### src/rtl/slot_pkg.sv
// Shared constants and state encoding for the slot player-side controller.
// The core's timing constants set the default press and settle periods.
package slot_pkg;

  localparam int unsigned SYM_W = 3;
  localparam logic [SYM_W-1:0] DEF_JACKPOT_SYM = 3'd7;

  localparam logic [31:0] DEBOUNCE_CYCLES = 32'h004C4B40;
  localparam logic [31:0] REEL_STOP_CYCLES = 32'h11E1A300;

  // Press twice the debounce period; settle a fixed margin past the last reel stop.
  localparam logic [31:0] DEF_PRESS_CYCLES = DEBOUNCE_CYCLES + DEBOUNCE_CYCLES;
  localparam logic [31:0] DEF_SETTLE_CYCLES = REEL_STOP_CYCLES + 32'h011E5D00;
  localparam logic [31:0] DEF_AUTO_STOP_CYCLES = 32'h1DCD6500;

  typedef enum logic [2:0] {
    StIdle,
    StStartPress,
    StSpinning,
    StStopPress,
    StSettle,
    StEval
  } state_e;

endpackage

### src/rtl/slot_game_ctrl_win_eval.sv
// Combinational payout select from the three sampled reel symbols.
module slot_win_eval
  import slot_pkg::*;
#(
  parameter int unsigned CREDIT_W = 8,
  parameter int unsigned PAY_PAIR = 2,
  parameter int unsigned PAY_TRIPLE = 8,
  parameter int unsigned PAY_JACKPOT = 32,
  parameter logic [SYM_W-1:0] JACKPOT_SYM = DEF_JACKPOT_SYM
) (
  input  logic [SYM_W-1:0]    i_sym0,
  input  logic [SYM_W-1:0]    i_sym1,
  input  logic [SYM_W-1:0]    i_sym2,
  output logic [CREDIT_W-1:0] o_payout
);

  logic w_eq01;
  logic w_eq12;
  logic w_eq02;

  assign w_eq01 = (i_sym0 == i_sym1);
  assign w_eq12 = (i_sym1 == i_sym2);
  assign w_eq02 = (i_sym0 == i_sym2);

  always_comb begin
    o_payout = '0;
    if (w_eq01 && w_eq12) begin
      if (i_sym0 == JACKPOT_SYM) begin
        o_payout = CREDIT_W'(PAY_JACKPOT);
      end else begin
        o_payout = CREDIT_W'(PAY_TRIPLE);
      end
    end else if (w_eq01 || w_eq12 || w_eq02) begin
      o_payout = CREDIT_W'(PAY_PAIR);
    end
  end

endmodule

### src/rtl/slot_game_ctrl.sv
// Player-side slot controller: credit balance, start/stop press sequencing toward
// the slot core, settle wait, then win evaluation and payout.
module slot_game_ctrl
  import slot_pkg::*;
#(
  parameter int unsigned       CREDIT_W         = 8,
  parameter int unsigned       CREDIT_INIT      = 10,
  parameter int unsigned       BET              = 1,
  parameter logic [31:0]       PRESS_CYCLES     = DEF_PRESS_CYCLES,
  parameter logic [31:0]       AUTO_STOP_CYCLES = DEF_AUTO_STOP_CYCLES,
  parameter logic [31:0]       SETTLE_CYCLES    = DEF_SETTLE_CYCLES,
  parameter int unsigned       PAY_PAIR         = 2,
  parameter int unsigned       PAY_TRIPLE       = 8,
  parameter int unsigned       PAY_JACKPOT      = 32,
  parameter logic [SYM_W-1:0]  JACKPOT_SYM      = DEF_JACKPOT_SYM
) (
  input  logic                clk,
  input  logic                reset,
  input  logic                i_coin,
  input  logic                i_play_req,
  input  logic                i_stop_req,
  input  logic [3:0]          i_slot_in0,
  input  logic [3:0]          i_slot_in1,
  input  logic [3:0]          i_slot_in2,
  output logic                o_start_n,
  output logic                o_stop_n,
  output logic [CREDIT_W-1:0] o_credits,
  output logic [CREDIT_W-1:0] o_win_amount,
  output logic                o_win_valid,
  output logic                o_busy,
  output logic                o_no_credit
);

  localparam logic [CREDIT_W-1:0] BetC = CREDIT_W'(BET);
  localparam logic [CREDIT_W-1:0] InitC = CREDIT_W'(CREDIT_INIT);

  state_e              r_state;
  state_e              w_state_next;
  logic [31:0]         r_cnt;
  logic [CREDIT_W-1:0] r_credits;
  logic [CREDIT_W-1:0] w_credits_next;
  logic [CREDIT_W:0]   w_credit_sum;
  logic [CREDIT_W-1:0] r_win_amount;
  logic [CREDIT_W-1:0] w_win_amount_next;
  logic [CREDIT_W-1:0] w_payout;
  logic                r_start_n;
  logic                w_start_n_next;
  logic                r_stop_n;
  logic                w_stop_n_next;
  logic                r_win_valid;
  logic                w_win_valid_next;
  logic                r_busy;
  logic                r_no_credit;
  logic                w_unused_msb;

  // Bit 3 of each reel symbol carries no meaning for the win rule.
  assign w_unused_msb = ^{i_slot_in0[3], i_slot_in1[3], i_slot_in2[3]};

  slot_win_eval #(
    .CREDIT_W   (CREDIT_W),
    .PAY_PAIR   (PAY_PAIR),
    .PAY_TRIPLE (PAY_TRIPLE),
    .PAY_JACKPOT(PAY_JACKPOT),
    .JACKPOT_SYM(JACKPOT_SYM)
  ) u_win_eval (
    .i_sym0  (i_slot_in0[SYM_W-1:0]),
    .i_sym1  (i_slot_in1[SYM_W-1:0]),
    .i_sym2  (i_slot_in2[SYM_W-1:0]),
    .o_payout(w_payout)
  );

  always_comb begin
    w_state_next      = r_state;
    w_start_n_next    = r_start_n;
    w_stop_n_next     = r_stop_n;
    w_win_valid_next  = 1'b0;
    w_win_amount_next = r_win_amount;
    w_credit_sum      = {1'b0, r_credits} + {{CREDIT_W{1'b0}}, i_coin};
    unique case (r_state)
      StIdle: begin
        if (i_play_req && (r_credits >= BetC)) begin
          w_credit_sum   = w_credit_sum - {1'b0, BetC};
          w_start_n_next = 1'b0;
          w_state_next   = StStartPress;
        end
      end
      StStartPress: begin
        if (r_cnt == PRESS_CYCLES - 32'd1) begin
          w_start_n_next = 1'b1;
          w_state_next   = StSpinning;
        end
      end
      StSpinning: begin
        if (i_stop_req || (r_cnt == AUTO_STOP_CYCLES - 32'd1)) begin
          w_stop_n_next = 1'b0;
          w_state_next  = StStopPress;
        end
      end
      StStopPress: begin
        if (r_cnt == PRESS_CYCLES - 32'd1) begin
          w_stop_n_next = 1'b1;
          w_state_next  = StSettle;
        end
      end
      StSettle: begin
        if (r_cnt == SETTLE_CYCLES - 32'd1) begin
          w_state_next = StEval;
        end
      end
      StEval: begin
        w_credit_sum      = w_credit_sum + {1'b0, w_payout};
        w_win_amount_next = w_payout;
        w_win_valid_next  = 1'b1;
        w_state_next      = StIdle;
      end
      default: w_state_next = StIdle;
    endcase
    // Saturate instead of wrapping when the sum overflows the balance width.
    w_credits_next = w_credit_sum[CREDIT_W] ? '1 : w_credit_sum[CREDIT_W-1:0];
  end

  always_ff @(posedge clk or negedge reset) begin
    if (!reset) begin
      r_state      <= StIdle;
      r_cnt        <= '0;
      r_credits    <= InitC;
      r_start_n    <= 1'b1;
      r_stop_n     <= 1'b1;
      r_win_amount <= '0;
      r_win_valid  <= 1'b0;
      r_busy       <= 1'b0;
      r_no_credit  <= (InitC < BetC);
    end else begin
      r_state      <= w_state_next;
      r_cnt        <= (w_state_next != r_state) ? 32'd0 : r_cnt + 32'd1;
      r_credits    <= w_credits_next;
      r_start_n    <= w_start_n_next;
      r_stop_n     <= w_stop_n_next;
      r_win_amount <= w_win_amount_next;
      r_win_valid  <= w_win_valid_next;
      r_busy       <= (w_state_next != StIdle);
      r_no_credit  <= (w_credits_next < BetC);
    end
  end

  assign o_start_n    = r_start_n;
  assign o_stop_n     = r_stop_n;
  assign o_credits    = r_credits;
  assign o_win_amount = r_win_amount;
  assign o_win_valid  = r_win_valid;
  assign o_busy       = r_busy;
  assign o_no_credit  = r_no_credit;

endmodule
### config.mk
export PLATFORM = sky130hd
export DESIGN_NAME = slot_game_ctrl
export DESIGN_NICKNAME = d
export VERILOG_FILES = /design/src/rtl/slot_pkg.sv /design/src/rtl/slot_game_ctrl_win_eval.sv /design/src/rtl/slot_game_ctrl.sv
export SDC_FILE = /design/constraint.sdc
export NUM_CORES = 1
export LEC_CHECK = 0
export CAP_MARGIN = 15
export CORE_ASPECT_RATIO = 1.25
export CORE_MARGIN = 4
export CORE_UTILIZATION = 30
export CTS_CLUSTER_SIZE = 40
export DETAILED_ROUTE_END_ITERATION = 10
export PLACE_DENSITY = 0.45
export SLEW_MARGIN = 20
export SYNTH_ARGS = -nofsm -noshare
export SYNTH_HDL_FRONTEND = slang
export SYNTH_SLANG_ARGS = --single-unit
export TNS_END_PERCENT = 30
### constraint.sdc
create_clock -name clk -period 7.87 [get_ports clk]
set_input_delay 1.1805 -clock clk [delete_from_list [all_inputs] [get_ports clk]]
set_output_delay 1.1805 -clock clk [all_outputs]
set_load 0.05 [all_outputs]
-- After elaboration in Yosys (flattened, before gate mapping)
Cells that the tools add are included.
- bits in registers: 56
- bits of input ports: 17
- output and inout bits: 21
- word-level logic and storage cells: 62
- add/subtract/negate cells: 4
- $lt $le $gt $ge: 2
- eq/ne operators: 17
- muxes and demuxes: 19
- reductions and logical operators: 11
- operators by type and width (kind ; count):
    32-bit by 29-bit equality test with 1-bit output (second input constant) ; 2
    32-bit by 1-bit adder with 32-bit output (second input constant) ; 1
    32-bit by 24-bit equality test with 1-bit output (second input constant) ; 1
    32-bit two-way mux ; 1
    9-bit case mux with 2 select lines ; 1
    8-bit two-way mux ; 2
    3-bit two-way mux ; 5
    3-bit case mux with 5 select lines ; 1
    8-bit by 1-bit adder with 9-bit output ; 1
    9-bit by 8-bit adder with 9-bit output ; 1
    3-bit equality test ; 3
    3-bit equality test (second input constant) ; 3
    9-bit two-way mux ; 1
    9-bit by 1-bit subtractor with 9-bit output (second input constant) ; 1
    8-bit by 1-bit >= comparator with 1-bit output (second input constant) ; 1
    8-bit by 1-bit < comparator with 1-bit output (second input constant) ; 1
    2-bit inequality test (second input constant) ; 4
    3-bit by 2-bit equality test with 1-bit output (second input constant) ; 2
    6-bit two-way mux ; 1
    3-bit AND reduction ; 2
    1-bit two-way mux ; 4
    1-bit case mux with 2 select lines ; 2
    2-bit nonzero test ; 2
    3-bit by 1-bit equality test with 1-bit output (second input constant) ; 1
    other kinds (6) ; 9

-- Depth between registers and ports, before layout
- depth after elaboration: 9
- depth in mapped cells: 13
- depth with buffers taken out: 13

-- Modules after synthesis
A second synthesis with hierarchy kept.
- cell total of the unflattened synthesis: 396
- area, all modules: 3623.5 um^2
- modules (own cells, without submodules) (module ; times used ; cells an instance ; area an instance (um^2) ; sequential area each (um^2)):
    slot_game_ctrl ; 1 ; 373 ; 3462.1 ; 1406.3
    slot_win_eval ; 1 ; 23 ; 161.4 ; 0.0

-- Least setup slack after synthesis
No wires, ideal clock.
- path type: in2reg
- from: input i_coin
- to: register r_no_credit (netlist: o_no_credit)
- setup time: 96 ps
- arrival time: 3323 ps
- required time: 7774 ps
- path slack: 4451 ps
- cell stages on the path: 10
- path buffers: 0
- path through: ha_1 > nand2_1 > o21a_1 > or2_2 > ha_1 > a31oi_1 > nor3_1 > o32ai_4 > nand3_2 > nor4_2
- cells in the longest elaborated chain, start to end: 6
- elaborated cells between the ends (all ways): 7
- classes of those cells: add/sub (3); order compare (1); mux (3)
- RTL lines (what ; RTL line ; source):
    from (decl) ; slot_game_ctrl.sv:19 ; input logic i_coin,
    8-bit by 1-bit adder with 9-bit output (*) ; slot_game_ctrl.sv:78 ; w_credit_sum = {1'b0, r_credits} + {{CREDIT_W{1'b0}}, i_coin};
    9-bit by 1-bit subtractor with 9-bit output ; slot_game_ctrl.sv:82 ; w_credit_sum = w_credit_sum - {1'b0, BetC};
    9-bit two-way mux ; slot_game_ctrl.sv:81 ; if (i_play_req && (r_credits >= BetC)) begin
    9-bit case mux with 2 select lines (*) ; slot_game_ctrl.sv:79 ; unique case (r_state)
    8-bit two-way mux (*) ; slot_game_ctrl.sv:119 ; w_credits_next = w_credit_sum[CREDIT_W] ? '1 : w_credit_sum[CREDIT_W-1:0];
    via w_credits_next[7] ; slot_game_ctrl.sv:41 ; logic [CREDIT_W-1:0] w_credits_next;
    8-bit by 1-bit < comparator with 1-bit output (*) ; slot_game_ctrl.sv:142 ; r_no_credit <= (w_credits_next < BetC);
    to (signal assigned) ; slot_game_ctrl.sv:132 ; r_no_credit <= (InitC < BetC);
    to (signal assigned) ; slot_game_ctrl.sv:142 ;
    to (decl) ; slot_game_ctrl.sv:53 ; logic r_no_credit;
The timed path passes the listed nets; every way through them passes the cells marked *.
A chain may end at the register's enable or synchronous reset.

-- Worst setup path after layout
Ends and elaborated chain as after synthesis.

==> run metrics <==
sw frac=0.3982; Die Area=12430 um^2; CTS buffer count=5; Pwr Density=253.9 nW/um^2; clock share of power=0.258; Total Routing Usage GR=0.1241; Fin Clk Skew=0.007127 ns; total global routing overflow=0; Crit Path Max Fanout=7; leakage=0.001581 uW; crit path kind=in2reg; Comb power frac=0.395; area grow syn2layout=16.69%; IO Port Bufs=29; fin area=3745 um^2; final hold violations=0; Post-Syn Instances=346; post-placement setup slack=3.488 ns; Critical Path End Type=flop; Final Util=0.3650; Final GP Congestion=0.7704; Fillers=1041; Worst EP arrival=4.25 ns; most frequent cells in the layout=49 x nor2_1, 47 x dfrtp_1, 36 x xor2_1; total of max-cap violations=0; ANT cells=0; Core Region=10260 um^2; Starting Density=0.3128; Die X-Extent=100.5 um; share of cells above drive strength 1=0.08043; io pins=38; Post-CTS Resized=0; sequential share of power=0.348; Setup WS post-layout=3.793 ns; Yosys cell types=58; antenna-violating nets left=0; initial antenna violation count=0; Worst setup startpoint=i_coin; RSZ-0062 raised after global routing=no; Max Freq=245.3 MHz; Synth Flop Type=dfrtp_1; row count=41; DRC=0; vias=2529; via/cell ratio=5.038; dpl cell area=3582 um^2; endpoints failing setup=0; VDD IR max=0.1003 mV; Clock transition at path regs=0.06 ns; CTS tree=built; Worst-Skew Late Latency=0.29 ns; sequential area share after synthesis=0.3992; vias in the first global route=2575; # clock sinks=51; Setup Buffers After CTS=0; part of the cycle the worst path needs=0.5180; Crit Reg-Reg Startpoint=o_credits[0]$_DFF_PN0_; worst endpoint required time=8.04 ns; first drt pass iteration count=6; FFs w/ async S/R, synth=1.000; CP startpoint kind=primary input; fin crit period=4.077 ns; commonest non-fill, non-tap cell in the layout=nor2_1; worst slew margin relative to its limit=0.5482; Clock Path Buffers=2; HPWL Detailed=5470 um; hold_buf cts=0; Worst Setup EP=o_no_credit$_DFF_PN0_; final wirelength=7533 um; hold crit path type=reg2reg; CTS H-tree lvls=2; Cell Area, Synth=3209 um^2; Iter 0 DRT Violations=57; Warnings, synthesis=0; Synth Register Bits=51; R2R Path End=o_no_credit$_DFF_PN0_; Die Ht=123.6 um; largest net degree at the start of global routing=52; Sw Pwr=378.6 uW; FF-to-FF setup slack=4.79 ns; hold slack=0.4815 ns; CTS Root Cell=clkbuf_16; post-synthesis area per instance=9.276 um^2; DR WL/cell=15.01 um; count of flip-flops with a built-in enable after synthesis=0; first-pass GRT wire length=12520 um; Pins Over Slew Limit=0; Final #Nets=397; Slew @ Worst Pin=0.6777 ns; status=completed; R2R depth=10; Cell Int Power=572.3 uW; Fin Setup TNS=0 ns
[Yosys cell counts (2+ instances only)]
| cell | n | area [um^2] |
|---|---|---|
| a21oi_1 | 11 | 55.05 |
| a31oi_1 | 3 | 18.77 |
| and3_1 | 15 | 93.84 |
| and4_1 | 4 | 35.03 |
| buf_2 | 5 | 25.02 |
| buf_4 | 5 | 37.54 |
| buf_6 | 2 | 22.52 |
| clkbuf_1 | 3 | 11.26 |
| dfrtp_1 | 47 | 1176 |
| dfstp_2 | 4 | 105.1 |
| ha_1 | 8 | 100.1 |
| inv_1 | 6 | 22.52 |
| mux2_2 | 2 | 22.52 |
| nand2_1 | 29 | 108.9 |
| nand2b_1 | 2 | 12.51 |
| nand3_1 | 19 | 95.09 |
| nand4_1 | 11 | 68.82 |
| nor2_1 | 49 | 183.9 |
| nor3_1 | 9 | 45.04 |
| nor3b_1 | 5 | 37.54 |
| nor4_1 | 4 | 25.02 |
| nor4b_1 | 2 | 17.52 |
| nor4bb_1 | 3 | 30.03 |
| o211ai_1 | 2 | 15.01 |
| o21ai_0 | 4 | 20.02 |
| o31ai_1 | 3 | 22.52 |
| or2_2 | 4 | 25.02 |
| or3_1 | 6 | 37.54 |
| xnor2_1 | 15 | 131.4 |
| xor2_1 | 36 | 315.3 |
[power by group through the flow]
stage | sequential, uW | combinational (uW) | clock, uW
CTS | 331 | 379 | 255
global route | 335 | 407 | 266
global placement | 335 | 376 | 0
finish | 331 | 375 | 245
detailed placement | 336 | 377 | 0
floorplan | 394 | 210 | 0
[routing by layer]
| layer | wire length, um | track usage |
|---|---|---|
| met4 | 116 | 0.04381 |
| met3 | 224 | 0.02017 |
| met5 | 0 | 0 |
| met1 | 3476 | 0.1524 |
| met2 | 3716 | 0.2193 |
[worst max-delay path, cell delays in order]
cell and delay, ns:
clkdlybuf4s50_1 0.47, ha_1 0.29, nand2_1 0.21, o21a_1 0.24, or2_2 0.33, ha_1 0.33
a31oi_1 0.19, nor3_1 0.11, o32ai_4 0.38, nand3_2 0.17, nor4_2 0.35
[flip-flops by register name, indices dropped and copies added, names as in the netlist]
signal        count
r_cnt            32
r_state           3
o_credits         8
o_stop_n          1
o_start_n         1
o_win_valid       1
o_win_amount      3
o_busy            1
o_no_credit       1
[worst min-delay path by stage]
stage                                start                           to  slack [ns]  depth (start not counted)
4_1_cts        o_win_amount[5]$_DFFE_PN0P_  o_win_amount[5]$_DFFE_PN0P_        0.49                          2
2_1_floorplan           r_cnt[0]$_DFF_PN0_           r_cnt[0]$_DFF_PN0_        0.47                          1
5_1_grt        o_win_amount[5]$_DFFE_PN0P_  o_win_amount[5]$_DFFE_PN0P_        0.53                          2
3_3_place_gp   o_win_amount[5]$_DFFE_PN0P_  o_win_amount[5]$_DFFE_PN0P_        0.47                          2
6_report       o_win_amount[5]$_DFFE_PN0P_  o_win_amount[5]$_DFFE_PN0P_        0.48                          2
3_5_place_dp   o_win_amount[5]$_DFFE_PN0P_  o_win_amount[5]$_DFFE_PN0P_        0.48                          2
[through the flow]
step	power, uW	instances
6_report	950.9	502
5_1_grt	1008	502
4_1_cts	964.6	502
3_5_place_dp	712.9	494
3_3_place_gp	711.0	494
2_1_floorplan	603.4	350
[cell families after synthesis]
group | count (synthesis) | share of synthesized area
simple gates | 173 | 0.2963
xor+xnor | 51 | 0.1392
flops | 51 | 0.3992
compound gates | 38 | 0.08772
buf+inv | 22 | 0.03820
fa+ha+maj | 8 | 0.03119
mux | 2 | 0.007017
other cells | 1 | 0.001168
[final cells by class]
class                           count  area, um^2  share of cell area
Tap cell                          129       161.4             0.04310
Sequential cell                    51        1281              0.3421
Inverter                            7       26.28            0.007016
Clock inverter                      1       30.03            0.008019
Timing Repair Buffer               30       292.8             0.07818
Clock buffer                        7       132.6             0.03542
Multi-Input combinational cell    277        1821              0.4861
Note: power is estimated with default switching activity, not from simulation.
